File: src/rtl/rv_mem_arbiter.sv
// rtl/rv_mem_arbiter.sv - fetch/load-store arbiter for one shared single-port synchronous-read memory
module rv_mem_arbiter #(
  parameter int MEM_AW      = 12,
  parameter int MAX_DSTREAK = 4
) (
  input  logic              clk,
  input  logic              rst_n,
  input  logic              if_req_i,
  input  logic [31:0]       if_addr_i,
  output logic              if_gnt_o,
  output logic              if_rvalid_o,
  output logic [31:0]       if_rdata_o,
  input  logic              d_req_i,
  input  logic              d_we_i,
  input  logic [3:0]        d_be_i,
  input  logic [31:0]       d_addr_i,
  input  logic [31:0]       d_wdata_i,
  output logic              d_gnt_o,
  output logic              d_rvalid_o,
  output logic [31:0]       d_rdata_o,
  output logic              mem_en_o,
  output logic              mem_we_o,
  output logic [3:0]        mem_be_o,
  output logic [MEM_AW-1:0] mem_addr_o,
  output logic [31:0]       mem_wdata_o,
  input  logic [31:0]       mem_rdata_i
);

  typedef enum logic [1:0] {
    OWN_NONE = 2'd0,
    OWN_IF   = 2'd1,
    OWN_D_RD = 2'd2,
    OWN_D_WR = 2'd3
  } owner_t;

  localparam logic [3:0] L_MAX_STREAK = 4'(MAX_DSTREAK);

  owner_t            r_owner;
  logic              r_if_rvalid;
  logic              r_d_rvalid;
  logic [3:0]        r_streak;

  logic              w_force_if;
  logic              w_if_gnt;
  logic              w_d_gnt;
  logic              w_any_gnt;
  logic              w_d_write;
  logic [MEM_AW-1:0] w_if_word;
  logic [MEM_AW-1:0] w_d_word;
  logic              w_unused_addr_bits;

  // Data normally wins; fetch is forced once data has won MAX_DSTREAK times in a row against it.
  // Grants are held off entirely during reset so nothing reaches the memory.
  assign w_force_if = if_req_i && (r_streak == L_MAX_STREAK);
  assign w_d_gnt    = rst_n && d_req_i && !w_force_if;
  assign w_if_gnt   = rst_n && if_req_i && !w_d_gnt;
  assign w_any_gnt  = w_if_gnt || w_d_gnt;
  assign w_d_write  = w_d_gnt && d_we_i;

  assign if_gnt_o = w_if_gnt;
  assign d_gnt_o  = w_d_gnt;

  // Word index only; byte offset and bits above the array size are dropped, so addresses wrap.
  assign w_if_word = if_addr_i[MEM_AW+1:2];
  assign w_d_word  = d_addr_i[MEM_AW+1:2];
  assign w_unused_addr_bits = ^{if_addr_i[31:MEM_AW+2], if_addr_i[1:0],
                                d_addr_i[31:MEM_AW+2], d_addr_i[1:0]};

  assign mem_en_o    = w_any_gnt;
  assign mem_we_o    = w_d_write;
  assign mem_be_o    = w_d_write ? d_be_i : (w_any_gnt ? 4'hF : 4'h0);
  assign mem_addr_o  = w_d_gnt ? w_d_word : (w_if_gnt ? w_if_word : '0);
  assign mem_wdata_o = w_any_gnt ? d_wdata_i : 32'h0;

  // Count data wins while fetch waits; any fetch win or idle fetch port resets the count.
  always_ff @(posedge clk) begin
    if (!rst_n) begin
      r_streak <= 4'd0;
    end else if (!if_req_i || w_if_gnt) begin
      r_streak <= 4'd0;
    end else if (w_d_gnt && (r_streak != L_MAX_STREAK)) begin
      r_streak <= r_streak + 4'd1;
    end
  end

  // Response owner FSM: remembers who was granted so next cycle's read data goes back to them.
  always_ff @(posedge clk) begin
    if (!rst_n) begin
      r_owner     <= OWN_NONE;
      r_if_rvalid <= 1'b0;
      r_d_rvalid  <= 1'b0;
    end else begin
      r_if_rvalid <= w_if_gnt;
      r_d_rvalid  <= w_d_gnt;
      if (w_if_gnt) begin
        r_owner <= OWN_IF;
      end else if (w_d_gnt) begin
        r_owner <= d_we_i ? OWN_D_WR : OWN_D_RD;
      end else begin
        r_owner <= OWN_NONE;
      end
    end
  end

  assign if_rvalid_o = r_if_rvalid;
  assign d_rvalid_o  = r_d_rvalid;

  // Read data is steered straight from the memory; write responses and idle cycles read as zero.
  assign if_rdata_o = (r_owner == OWN_IF)   ? mem_rdata_i : 32'h0;
  assign d_rdata_o  = (r_owner == OWN_D_RD) ? mem_rdata_i : 32'h0;

endmodule

File: config.mk
export PLATFORM = sky130hd
export DESIGN_NAME = rv_mem_arbiter
export DESIGN_NICKNAME = d
export VERILOG_FILES = /design/src/rtl/rv_mem_arbiter.sv
export SDC_FILE = /design/constraint.sdc
export NUM_CORES = 1
export LEC_CHECK = 0
export CELL_PAD_IN_SITES_DETAIL_PLACEMENT = 0
export CELL_PAD_IN_SITES_GLOBAL_PLACEMENT = 1
export CORE_MARGIN = 2
export CORE_UTILIZATION = 10
export CTS_BUF_LIST = sky130_fd_sc_hd__clkbuf_16
export CTS_CLUSTER_SIZE = 8
export DETAILED_ROUTE_END_ITERATION = 7
export PLACE_DENSITY = 0.95
export SYNTH_ARGS = -nofsm -noshare
export SYNTH_HDL_FRONTEND = slang
export SYNTH_SLANG_ARGS = --single-unit
File: constraint.sdc
create_clock -name clk -period 4.2 [get_ports clk]
set_input_delay 0.42 -clock clk [delete_from_list [all_inputs] [get_ports clk]]
set_output_delay 0.42 -clock clk [all_outputs]
set_load 0.01 [all_outputs]
Yosys cells after proc, flatten, opt, wreduce, memory -nomap -nowiden
Index checks and enable logic that the tools add are counted.
W data, S select, Z words.

cells by class
  $add $sub $neg = 1
  equal/unequal tests = 4
  multiplexer cells = 10
  bitwise operators = 2
  reduce and logical (&&, ||, !) cells = 14

operators with widths
  cell                   count
  $mux W32               3
  $mux W12               2
  $mux W4                2
  $logic_and A1 B1 Y1    7
  $add A4 B1 Y4 const B  1
  $eq A4 B3 Y1 const B   1
  $ne A4 B3 Y1 const B   1
  $logic_not A1 Y1       3
  $mux W1                3
  $reduce_or A3 Y1       1
  $eq A2 B1 Y1 const B   1
  $eq A2 B2 Y1 const B   1
  $logic_or A1 B1 Y1     2
  $not A1 Y1             2
  $reduce_or A2 Y1       1

storage, ports and cells
  flip-flop bits (word level) = 8
  input bits = 137
  output and inout bits = 118
  word-level logic and storage cells = 36

Logic depth before layout (Yosys ltp)
  depth after elaboration = 9
  depth in mapped cells = 7

Worst setup path after synthesis
No wires, ideal clock.

  path kind = reg2out
  from = reg r_streak[0]
  to = out mem_addr_o[10]
  data arrival time = 1.353 ns
  setup slack = 2.427 ns
  cell stages (with the launch flop) = 8
  path buffers = 2
  path through = dfxtp_1 inv_1 ha_1 nand4b_2 and3_1 buf_6 buf_6 a22o_1

between the ends
  longest elaborated chain between the ends = 8

RTL lines
  item                     RTL line  source
  start, declared          41        logic [3:0] r_streak;
  start signal, assigned   82        r_streak <= r_streak + 4'd1;
  $eq A4 B3 Y1 (*)         54        assign w_force_if = if_req_i && (r_streak == L_MAX_STREAK);
  $logic_and A1 B1 Y1 (*)  54
  $logic_not A1 Y1 (*)     55        assign w_d_gnt = rst_n && d_req_i && !w_force_if;
  $logic_and A1 B1 Y1 (*)  55
  named net d_gnt_o        18        output logic d_gnt_o,
  $logic_not A1 Y1         56        assign w_if_gnt = rst_n && if_req_i && !w_d_gnt;
  $logic_and A1 B1 Y1      56
  $mux W12                 72        assign mem_addr_o = w_d_gnt ? w_d_word : (w_if_gnt ? w_if_word : '0);
  $mux W12 (*)             72
  end, declared            24        output logic [MEM_AW-1:0] mem_addr_o,

Mark *: on every way through the listed nets, which the timed path passes. The rest lies on a longest branch.

Worst setup path after layout
  from = in d_req_i
  to = out mem_be_o[3]

between the ends
  longest elaborated chain between the ends = 7
  elaborated cells on any way between the ends = 8
  classes of those cells = mux (2); reduce/logical (6)

RTL lines
  item                                  RTL line  source
  start, declared                       13        input logic d_req_i,
  $logic_and A1 B1 Y1 (*) (2 in a row)  55
  $logic_not A1 Y1                      56
  $logic_and A1 B1 Y1                   56
  $logic_or A1 B1 Y1                    57        assign w_any_gnt = w_if_gnt || w_d_gnt;
  $mux W4                               71        assign mem_be_o = w_d_write ? d_be_i : (w_any_gnt ? 4'hF : 4'h0);
  $mux W4 (*)                           71
  end, declared                         23        output logic [3:0] mem_be_o,

Every way passes the cells marked *; elsewhere a longest branch is shown, timed or not.

==> impl_metrics.toml <==
[yosys]
syn_nets = 298
ys.flop_type = "dfxtp_1"
synth_edf_count = 0
synth_cells = 159
post_synth_num_cell_types = 22
seq_area_frac_synth_pct = 14.1
synth_top_area_share_pct = 53.4
avgSynthCellArea_um2 = 7.15
synth-seq-cells = 8
async_flop_share_pct = 0
yosys-top-cells-count = "and2_1, a22o_1, clkbuf_1, dfxtp_1, o21a_1"
yosysMostFrequentCell = "and2_1"
yosys-top-cells-area = "and2_1, dfxtp_1, a22o_1"
synth_top_area_cell = "and2_1"
netlist_area_um2 = 1140
yosys_warnings = 0

[critical_path]
cp_data_required_time_ps = 3780
path_max_fanout = 37
endpoint_kind = "output port"
crit_type = "input port to output port"
worstSetupStartpointType = "input port"
worstPathArrival_ps = 2550

[detailed_routing]
postRouteAntennaNets = 0
drt_pass1_iterations = 4
wire_per_inst_um = 12.1
via_count = 1915
drtIter0Drc = 30
via_per_inst = 3.78
drc = 0
wirelength_um = 6110

[clocking]
clk_pin_slew_ps = 30
cts_hold_buf = 0
h-tree-depth = 1
cts_tree = "yes"
post-cts-setup-buffers = 0
clockBufferDepth = 2
clk_latency_ps = 230
cts_root_buf = "clkbuf_16"
cts.sink_count = 8
cts_resized = 0
cts_buffers = 3

[final_layout]
fin_util_pct = 31.7
num-nets-final = 507
antenna_cells = 0
drive_gt1_share_pct = 1.91
area_growth_syn_to_layout_pct = 206

[place]
place.gp.congestion = 0.869
hpwl_um = 5510
placement.io_buffers = 214

[power_and_ir_drop]
p_leak_nw = 1.31
irDropWorstVdd_uv = 97.3
power_density_nw_per_um2 = 152

[die]
start_util_pct = 10.3
die_area_um2 = 12200
ios = 255
die_w_um = 111
die_h_um = 111
core_um2 = 11000
rows = 38

[flow_run]
max_cap_violations = 0

[timing]
tns_ps = 0
post-route-min-period_ps = 2970
setup_violations = 0
worstMarginPinSlew_ps = 802
rsz0062_at_grt = "no"
drv_slew = 0
finalHoldViolations = 0
timing.fmax_mhz = 336
slew_headroom_pct = 46.5
finClkSkew_ps = 1.06
finalCritPeriodShare_pct = 70.8

[global_route]
grt_antenna_before_repair = 0
grt_pass1_vias = 1945
grtUsageTotal_pct = 9.21
grt_pass1_wl_um = 9230
grt.overflow.total = 0
grt_start_max_net_pins = 38

[worst_hold_path]
hp-class = "flip-flop to flip-flop"

[outcome]
status = "finished, final reports clean"
-- registers in the layout, summed over array words and instances (netlist names) --
signal and flops:
r_streak 4, if_rvalid_o 1, r_owner 2, d_rvalid_o 1
-- cells in the final DEF (no fill, tap or decap), types with 2 or more instances in the layout --
| cell | netlist | layout |
|---|---|---|
| dfxtp_1 | 8 | 8 |
| nand3_1 | 2 | 2 |
| clkbuf_16 | 0 | 3 |
| and3_1 | 3 | 3 |
| o21a_1 | 5 | 5 |
| nor2_1 | 4 | 4 |
| clkdlybuf4s50_1 | 0 | 214 |
| buf_4 | 0 | 2 |
| nor2b_1 | 2 | 2 |
| a22o_1 | 12 | 12 |
| ha_1 | 2 | 2 |
| and2_1 | 97 | 97 |
| inv_1 | 3 | 3 |
-- worst paths after layout --
check	from	end	slack, ps	depth (start not counted)
min reg2reg	r_streak[0]	r_streak[0]	470	1
max	d_req_i	mem_be_o[3]	1230	4
max reg2reg	r_streak[0]	r_owner[0]	2650	5
min	r_streak[0]	r_streak[0]	470	1
-- where the power goes --
| group | total (mW) | internal, mW | switching (mW) | leakage [nW] |
|---|---|---|---|---|
| registers | 0.0802 | 0.0790 | 0.00117 | 0.0656 |
| clock network | 0.158 | 0.123 | 0.0356 | 0.0370 |
| logic | 0.292 | 0.194 | 0.0976 | 1.20 |
| total | 0.530 | 0.396 | 0.134 | 1.31 |
-- per-stage QoR --
step                      power (mW)  cells  setup WS (ps)  hold WS [ps]  area, µm²
final                          0.530    506           1230           472       3480
after detailed placement       0.376    503           1180           473       3410
after floorplan                0.169    159           2430           430       1140
after CTS                      0.538    506           1170           480       3480
after global placement         0.372    503           1260           443       3410
after global routing           0.560    506           1040           504       3480
-- cell families (layout without fill, tap and decap cells) --
family                     count (synthesis)  in the layout  share of synthesized area, %
xor gates and xnor gates                   2              2                          1.54
buffers and inverters                     15            222                          6.50
AOI/OAI and AO/OA                         20             20                          14.4
adders and majority gates                  2              2                          2.20
and+or+nand+nor                          112            112                          61.2
DFF                                        8              8                          14.1
-- worst max-delay path, stage by stage --
cell and delay (ps):
clkdlybuf4s50_1 610, o21a_1 710, o21a_1 250, clkdlybuf4s50_1 560
-- cell type report --
cell class                      count  area (µm²)
Fill cell                        1148        7500
Timing Repair Buffer              216        2160
Multi-Input combinational cell    136         902
Tap cell                          140         175
Sequential cell                     8         160
Clock buffer                        3        75.1
Inverter                            3        11.3
-- per-layer routing --
| layer | up-vias | wire (µm) | global-route usage [%] |
|---|---|---|---|
| li1 | 921 | - | - |
| met1 | 825 | 2070 | 8.03 |
| met2 | 161 | 3210 | 19.4 |
| met3 | 8 | 717 | 2.80 |
| met4 | 0 | 108 | 2.92 |
| met5 | - | 0 | 0 |
Note: power is estimated with default switching activity, not from simulation.
